[src/rtl/opl3_pkg.sv]
// Shared OPL3 constants and helpers for the timer bank.
package opl3_pkg;

  // Default master clock and timer-bank configuration.
  localparam int unsigned CLK_FREQ        = 14318180;
  localparam int unsigned BASE_TICK_HZ    = 12500;
  localparam int unsigned TICK_RATIO_LOG2 = 2;
  localparam int unsigned NUM_TIMERS      = 2;
  localparam int unsigned COUNTER_WIDTH   = 8;
  localparam int unsigned ACC_WIDTH       = 32;

  // Rounded phase increment: round(tick_hz * 2^acc_w / clk_hz).
  function automatic longint unsigned calc_phase_inc(
    input longint unsigned clk_hz,
    input longint unsigned tick_hz,
    input int unsigned     acc_w
  );
    longint unsigned num;
    if (clk_hz == 64'd0) begin
      return 64'd0;
    end
    num = (tick_hz << acc_w) + (clk_hz >> 1);
    return num / clk_hz;
  endfunction

endpackage

[src/rtl/opl3_frac_tick_gen.sv]
// Drift-free fractional tick generator: a phase accumulator whose carry-out
// is registered as a one-cycle tick pulse.
module opl3_frac_tick_gen #(
  parameter int unsigned CLK_FREQ  = opl3_pkg::CLK_FREQ,
  parameter int unsigned TICK_HZ   = opl3_pkg::BASE_TICK_HZ,
  parameter int unsigned ACC_WIDTH = opl3_pkg::ACC_WIDTH
) (
  input  logic clk,
  input  logic ic_n,
  output logic tick
);
  import opl3_pkg::*;

  localparam longint unsigned INC     = calc_phase_inc(64'(CLK_FREQ), 64'(TICK_HZ), ACC_WIDTH);
  localparam longint unsigned ACC_MOD = 64'(1) << ACC_WIDTH;

  // Reject configurations that would never tick or would tick every cycle.
  if (ACC_WIDTH < 1 || ACC_WIDTH > 63) begin : g_bad_acc_width
    $error("opl3_frac_tick_gen: ACC_WIDTH must be 1..63");
  end
  if (INC == 64'd0 || INC >= ACC_MOD) begin : g_bad_inc
    $error("opl3_frac_tick_gen: phase increment out of range");
  end

  localparam logic [ACC_WIDTH-1:0] INC_W = ACC_WIDTH'(INC);

  logic [ACC_WIDTH-1:0] acc_q;
  logic [ACC_WIDTH-1:0] acc_d;
  logic                 carry_d;
  logic                 tick_q;

  // Next accumulator value and carry-out (wraps modulo 2^ACC_WIDTH).
  always_comb begin
    {carry_d, acc_d} = {1'b0, acc_q} + {1'b0, INC_W};
  end

  // Accumulator and registered carry.
  always_ff @(posedge clk) begin
    if (!ic_n) begin
      acc_q  <= '0;
      tick_q <= 1'b0;
    end else begin
      acc_q  <= acc_d;
      tick_q <= carry_d;
    end
  end

  assign tick = tick_q;

endmodule

[src/rtl/opl3_timer_bank.sv]
// OPL3-style interval timer bank: NUM_TIMERS up-counting reload timers,
// each 2^TICK_RATIO_LOG2 times slower than the previous, with per-timer
// start/mask, overflow flags and a shared registered IRQ.
module opl3_timer_bank #(
  parameter int unsigned CLK_FREQ        = opl3_pkg::CLK_FREQ,
  parameter int unsigned BASE_TICK_HZ    = opl3_pkg::BASE_TICK_HZ,
  parameter int unsigned TICK_RATIO_LOG2 = opl3_pkg::TICK_RATIO_LOG2,
  parameter int unsigned NUM_TIMERS      = opl3_pkg::NUM_TIMERS,
  parameter int unsigned COUNTER_WIDTH   = opl3_pkg::COUNTER_WIDTH,
  parameter int unsigned ACC_WIDTH       = opl3_pkg::ACC_WIDTH
) (
  input  logic                                                    clk,
  input  logic                                                    ic_n,
  input  logic                                                    wr_en,
  input  logic [(NUM_TIMERS > 1 ? $clog2(NUM_TIMERS) : 1)-1:0]    wr_sel,
  input  logic [COUNTER_WIDTH-1:0]                                wr_data,
  input  logic [NUM_TIMERS-1:0]                                   start,
  input  logic [NUM_TIMERS-1:0]                                   mask,
  input  logic                                                    irq_rst,
  output logic [NUM_TIMERS-1:0]                                   flag,
  output logic                                                    irq,
  output logic                                                    base_tick
);

  localparam int unsigned SEL_W     = (NUM_TIMERS > 1) ? $clog2(NUM_TIMERS) : 1;
  localparam int unsigned PRE_W_RAW = (NUM_TIMERS - 1) * TICK_RATIO_LOG2;
  localparam int unsigned PRE_W     = (PRE_W_RAW > 0) ? PRE_W_RAW : 1;
  localparam logic [COUNTER_WIDTH-1:0] CNT_MAX = '1;

  if (NUM_TIMERS < 1 || NUM_TIMERS > 8) begin : g_bad_num_timers
    $error("opl3_timer_bank: NUM_TIMERS must be 1..8");
  end

  logic                  base_tick_w;
  logic [PRE_W-1:0]      pre_q;
  logic [PRE_W-1:0]      pre_d;
  logic [NUM_TIMERS-1:0] tick_vec;
  logic [NUM_TIMERS-1:0] ovf_vec;
  logic [NUM_TIMERS-1:0] start_q;
  logic [NUM_TIMERS-1:0] flag_q;
  logic [NUM_TIMERS-1:0] flag_d;
  logic                  irq_q;

  // Base tick source for timer 0 and the prescaler.
  opl3_frac_tick_gen #(
    .CLK_FREQ  (CLK_FREQ),
    .TICK_HZ   (BASE_TICK_HZ),
    .ACC_WIDTH (ACC_WIDTH)
  ) u_tick_gen (
    .clk  (clk),
    .ic_n (ic_n),
    .tick (base_tick_w)
  );

  assign base_tick = base_tick_w;

  // Free-running prescaler advanced by each base tick.
  always_comb begin
    pre_d = pre_q;
    if (base_tick_w) begin
      pre_d = pre_q + PRE_W'(1);
    end
  end

  // Prescaler register.
  always_ff @(posedge clk) begin
    if (!ic_n) begin
      pre_q <= '0;
    end else begin
      pre_q <= pre_d;
    end
  end

  for (genvar i = 0; i < NUM_TIMERS; i++) begin : g_timer
    logic [COUNTER_WIDTH-1:0] cnt_q;
    logic [COUNTER_WIDTH-1:0] cnt_d;
    logic [COUNTER_WIDTH-1:0] rld_q;
    logic [COUNTER_WIDTH-1:0] rld_d;
    logic                     ovf_c;

    // Timer i ticks when the low i*TICK_RATIO_LOG2 prescaler bits are all ones.
    if (i == 0 || TICK_RATIO_LOG2 == 0) begin : g_tick_base
      assign tick_vec[i] = base_tick_w;
    end else begin : g_tick_div
      assign tick_vec[i] = base_tick_w & (&pre_q[i*TICK_RATIO_LOG2-1:0]);
    end

    // Reload write, start-edge load, counting and overflow reload.
    always_comb begin
      cnt_d = cnt_q;
      rld_d = rld_q;
      ovf_c = 1'b0;
      if (wr_en && (wr_sel == SEL_W'(i))) begin
        rld_d = wr_data;
      end
      if (start[i] && !start_q[i]) begin
        cnt_d = rld_q;
      end else if (start[i] && tick_vec[i]) begin
        if (cnt_q == CNT_MAX) begin
          cnt_d = rld_q;
          ovf_c = 1'b1;
        end else begin
          cnt_d = cnt_q + COUNTER_WIDTH'(1);
        end
      end
    end

    // Counter and reload registers.
    always_ff @(posedge clk) begin
      if (!ic_n) begin
        cnt_q <= '0;
        rld_q <= '0;
      end else begin
        cnt_q <= cnt_d;
        rld_q <= rld_d;
      end
    end

    assign ovf_vec[i] = ovf_c;
  end

  // Flag update: clear and mask first, then a non-masked overflow sets.
  always_comb begin
    flag_d = flag_q;
    if (irq_rst) begin
      flag_d = '0;
    end
    flag_d = flag_d & ~mask;
    flag_d = flag_d | (ovf_vec & ~mask);
  end

  // Flags, IRQ and start history.
  always_ff @(posedge clk) begin
    if (!ic_n) begin
      flag_q  <= '0;
      irq_q   <= 1'b0;
      start_q <= '0;
    end else begin
      flag_q  <= flag_d;
      irq_q   <= |flag_d;
      start_q <= start;
    end
  end

  assign flag = flag_q;
  assign irq  = irq_q;

endmodule
[config.mk]
export PLATFORM = sky130hd
export DESIGN_NAME = opl3_timer_bank
export DESIGN_NICKNAME = d
export VERILOG_FILES = /design/src/rtl/opl3_pkg.sv /design/src/rtl/opl3_frac_tick_gen.sv /design/src/rtl/opl3_timer_bank.sv
export SDC_FILE = /design/constraint.sdc
export NUM_CORES = 1
export LEC_CHECK = 0
export BUFFER_PORTS_ARGS = -buffer_cell sky130_fd_sc_hd__buf_2
export CORE_ASPECT_RATIO = 0.9
export CORE_MARGIN = 1.5
export CORE_UTILIZATION = 45
export CTS_BUF_LIST = sky130_fd_sc_hd__clkbuf_8
export CTS_CLUSTER_SIZE = 20
export DETAILED_ROUTE_END_ITERATION = 10
export SYNTH_ARGS = -nofsm -noshare
export SYNTH_HDL_FRONTEND = slang
export SYNTH_HIERARCHICAL = 1
export SYNTH_SLANG_ARGS = --single-unit
[constraint.sdc]
create_clock -name clk -period 3.8 [get_ports clk]
set_input_delay 0.76 -clock clk [delete_from_list [all_inputs] [get_ports clk]]
set_output_delay 0.76 -clock clk [all_outputs]
set_load 0.03 [all_outputs]
Word-level counts from Yosys, hierarchy flattened --
Cells that the tools add are included.
Storage, ports and cells: register bits 72, bits in latches 0, memory bits (writable) 0, ROM bits 0, output and inout bits 4, memories 0
Operators by class: add/subtract/negate cells 4, $mul 0, div/mod/pow operators 0, magnitude comparators 0, equal/unequal tests 2, shift operators 0, mux-type cells 13, bitwise gates (word level) 6, reductions and logical operators 12
Operator list (number):
- $mux 8 | 6
- $add 32x22->33 const B | 1
- $add 8x1->8 const B | 2
- $eq 8x8->1 const B | 2
- $logic_and 1x1->1 | 6
- $mux 1 | 6
- $and 2x2->2 | 2
- $reduce_bool 2->1 | 2
- $add 2x1->2 const B | 1
- $logic_not 1->1 | 2
- $mux 2 | 1
- $not 2->2 | 1
- $or 2x2->2 | 1
- $reduce_and 2->1 | 1
- $reduce_or 2->1 | 1
- $and 1x1->1 | 1
- $not 1->1 | 1

Logic depth before layout (Yosys ltp) --
depth after elaboration 8, depth in mapped cells 7, mapped depth without buffers 7

Cells and area by module --
The synthesis kept the hierarchy.
Modules (own cells, without submodules):
- opl3_timer_bank | times used 1, cells each 224, area each 1900.6 µm², sequential area each 780.7 µm²
- opl3_frac_tick_gen | times used 1, cells each 198, area each 1700.4 µm², sequential area each 660.6 µm²

Least setup slack after synthesis --
No wires, ideal clock.
kind input to register, start point input start[1], end point register irq_q, in the netlist irq, setup time 0.070 ns, data arrival time 1.851 ns, required time 3.730 ns, setup slack 1.879 ns, cell stages on the path 5, path through buf_2 nand4_1 or4_4 a211oi_2 o21bai_1
On the way: word-level cells in the longest chain between the ends 6, elaborated cells between the ends (all ways) 7
RTL lines:
- start: declaration | RTL line opl3_timer_bank.sv:17 | input logic [NUM_TIMERS-1:0] start,
- $logic_and 1x1->1 | RTL line opl3_timer_bank.sv:98 | end else if (start[i] && tick_vec[i]) begin
- $mux 1 | RTL line opl3_timer_bank.sv:98
- $mux 1 * | RTL line opl3_timer_bank.sv:96 | if (start[i] && !start_q[i]) begin
- $and 2x2->2 * | RTL line opl3_timer_bank.sv:129 | flag_d = flag_d | (ovf_vec & ~mask);
- $or 2x2->2 * | RTL line opl3_timer_bank.sv:129
- $reduce_or 2->1 * | RTL line opl3_timer_bank.sv:140 | irq_q <= |flag_d;
- end signal: assignment | RTL line opl3_timer_bank.sv:140
- end: declaration | RTL line opl3_timer_bank.sv:42 | logic irq_q;
Mark *: on every way between the ends. The rest lies on a longest branch, timed or not. A chain may end at the register's enable or synchronous reset.

Final worst setup path --
start point register g_timer[0].cnt_q[0], end point register g_timer[0].cnt_q[3]
On the way: word-level cells in the longest chain between the ends 4, elaborated cells between the ends (all ways) 5
RTL lines:
- start: declaration | RTL line opl3_timer_bank.sv:75 | logic [COUNTER_WIDTH-1:0] cnt_q;
- start signal: assignment | RTL line opl3_timer_bank.sv:114 | cnt_q <= cnt_d;
- $add 8x1->8 / $eq 8x8->1 (equally long branches) | RTL line opl3_timer_bank.sv:103, opl3_timer_bank.sv:99
- $mux 8 * | RTL line opl3_timer_bank.sv:99 | if (cnt_q == CNT_MAX) begin
- $mux 8 * | RTL line opl3_timer_bank.sv:98
- $mux 8 * | RTL line opl3_timer_bank.sv:96
Mark *: on every way between the ends. The rest lies on a longest branch, timed or not. The select of a mux whose other input is x is not followed.

==> run metrics <==
IO Count=21; total CTS buffers=9; fin crit period=2050 ps; initial antenna violation count=0; post-DP HPWL=5.31 mm; register area share after synthesis=approximately 40%; Multi-input gate area=0.00206 sq mm; port bufs=20; top cells by area, synth=dfxtp_1 (40%), mux2i_1 (5.3%), nand2_1 (4.9%); Slew @ Worst Pin=926 ps; Worst EP required=4020 ps; layout cells sized above 1=12.8%; Leak=roughly 1.4 nW; Hold Crit Class=reg2reg; CP delay by family, top=compound AO/OA/AOI/OAI gates; commonest non-fill, non-tap cell in the layout=dfxtp_1; slowest CP cell=o31ai_1; final hold violations=0; hold slack=about 460 ps; setup bufs post-CTS=0; leading register cell type out of synthesis=dfxtp_1; die width=97.3 um; # DRC=0; Layout Cells excl Fill=535; placed cell count=522; RSZ-0062 raised after global routing=false; Reg clk slew, reported paths=70 ps; Die ar.=around 0.0085 sq mm; Crit. End Element=flop; Syn Nets=443; VDD IR max=235 uV; fin nets=458; FFs w/ async S/R, synth=0%; post-route cell area=around 0.0039 sq mm; drt total wl=~7.6 mm; Final setup viols=0; Worst Path Max Fanout=6; worst skew pair latency=330 ps; worst path arrival time=2270 ps; root buf cell=clkbuf_8; fill count=approximately 770; Post-synth EDFFs=0; TritonCTS Sinks=72; H-tree depth=3; Core Area=0.00766 sq mm; site row count=30; vias in the first global route=2,730; maximum clock frequency=about 490 MHz; DP Area=0.00376 sq mm; fin crit share=53.9%; Mean Syn Cell Area=between 8 and 9 sq um; CTS tree=done; area delta synth->final=8.30%; cell area after synthesis=0.00360 sq mm; outcome=finished clean; first-pass GRT wire length=13.0 mm; GRT overflow=0; WS Path Type=reg2reg; crit path buf inv count=0; power consumption=1.69 mW; PD cells=433 mW/mm^2; library cells used by synthesis=between 60 and 70; clk buf depth=2; total negative slack=0 ps; RePlAce Congestion=0.819; Hold Buf Count CTS=0; synthesized instance count=422; total vias in the final route=around 3,000; DRT antenna net count=0; cts repair resizes=0; starting density of the core=around 47%; routed len/inst=14.1 um; GRT Total Usage=18.6%; Max-slew headroom=38.2%; Sequential Area=0.00144 sq mm; crit start category=flop; MaxCap Viol Count=0; most frequent cells in the layout=dfxtp_1 (72), nand2_1 (47), nor2_1 (38); largest area contributor in the netlist=dfxtp_1; drt first pass iters=4; Ant. Diodes=0; Die Y=around 88 um; synthesized flop and latch total=72; pin count of the biggest net entering global routing=32; Max stage delay on crit path=approximately 680 ps; worst-path cell chain=ha_1, nand2_1, o31ai_1, nor4_1, o31a_1; Yosys top cell area share=about two fifths; number of vias per cell=5.76; 1st-iter DRT viols=between 100 and 150; Synth Warn #=6; Slew Limit Fails=0; Setup Skew=6.29 ps
[sequential cells by signal (all words and copies together) (netlist names)]
name,cells
u_tick_gen/acc_q,32
g_timer.cnt_q,16
u_tick_gen/tick,1
irq,1
pre_q,2
flag,2
g_timer.rld_q,16
start_q,2
[through the flow]
stage	setup WS, ps	util (%)
3_3_place_gp	1640	49.1
6_report	1750	50.9
5_1_grt	1530	50.9
4_1_cts	1750	50.9
3_5_place_dp	1560	49.1
2_1_floorplan	1880	-
[cells in the mapped netlist (5+ instances only)]
master	instances
a21o_1	5
nor4_1	5
a31oi_1	7
nand3_1	26
o21ai_0	13
dfxtp_1	72
nand4_1	8
nor2b_1	5
a21oi_1	34
inv_1	8
nand2_1	47
xnor2_1	9
clkbuf_1	10
nor3_1	11
or3_1	8
nand2b_1	13
nor2_1	38
mux2i_1	19
[worst min-delay path, delay by kind of cell, from the launching register on]
kind | cells | cell delay [ps]
simple gates | 1 | 50
compound gates | 1 | 50
flops | 1 | 310
[path summary, 6_finish.rpt]
path                                    startpoint                          endpoint  slack (ps)  cells after the start
setup reg to reg  g_timer[0].cnt_q[0]$_SDFFE_PN0P_  g_timer[0].cnt_q[3]$_SDFFE_PN0P_        1750                      5
hold reg to reg   g_timer[1].rld_q[5]$_SDFFE_PN0P_  g_timer[1].rld_q[5]$_SDFFE_PN0P_         460                      2
hold / removal    g_timer[1].rld_q[5]$_SDFFE_PN0P_  g_timer[1].rld_q[5]$_SDFFE_PN0P_         460                      2
setup / recovery  g_timer[0].cnt_q[0]$_SDFFE_PN0P_  g_timer[0].cnt_q[3]$_SDFFE_PN0P_        1750                      5
[logic make-up (layout without fill, tap and decap cells)]
| family | count (synthesis) | in the layout | synth area share [%] |
|---|---|---|---|
| flip-flops | 72 | 72 | 40.0 |
| AND/OR/NAND/NOR | 185 | 185 | 27.1 |
| AO/OA/AOI/OAI | 104 | 104 | 20.2 |
| adder cells (fa/ha/maj) | 4 | 4 | 1.39 |
| XOR/XNOR | 12 | 12 | 2.92 |
| multiplexers | 20 | 20 | 5.59 |
| buffers and inverters | 25 | 42 | 2.78 |
[area by class of cell]
class                      count  share of cell area (%)
clock buffer                   9                    3.18
clock inverter                 4                   0.449
inverter                       8                   0.770
multi-input combinational    325                    52.8
sequential                    72                    37.0
tap                           96                    3.08
timing repair buffer          21                    2.76
[metal layers]
metal / GRT usage [%] / wire length, um / vias up
met1: 24.4 / 3680 / 1468
met2: 30.6 / 3550 / 48
met4: 3.90 / 34 / 0
met5: 0 / 0 / -
li1: - / - / 1566
met3: 5.67 / 290 / 2
[report_power, final]
group / switching [mW] / leakage [nW] / internal [mW]
logic: 0.167 / 0.742 / 0.130
clock network: 0.254 / 0.0832 / 0.219
registers: 0.0946 / 0.590 / 0.823
total: 0.517 / 1.42 / 1.17
(Power assumes the default switching activity.)
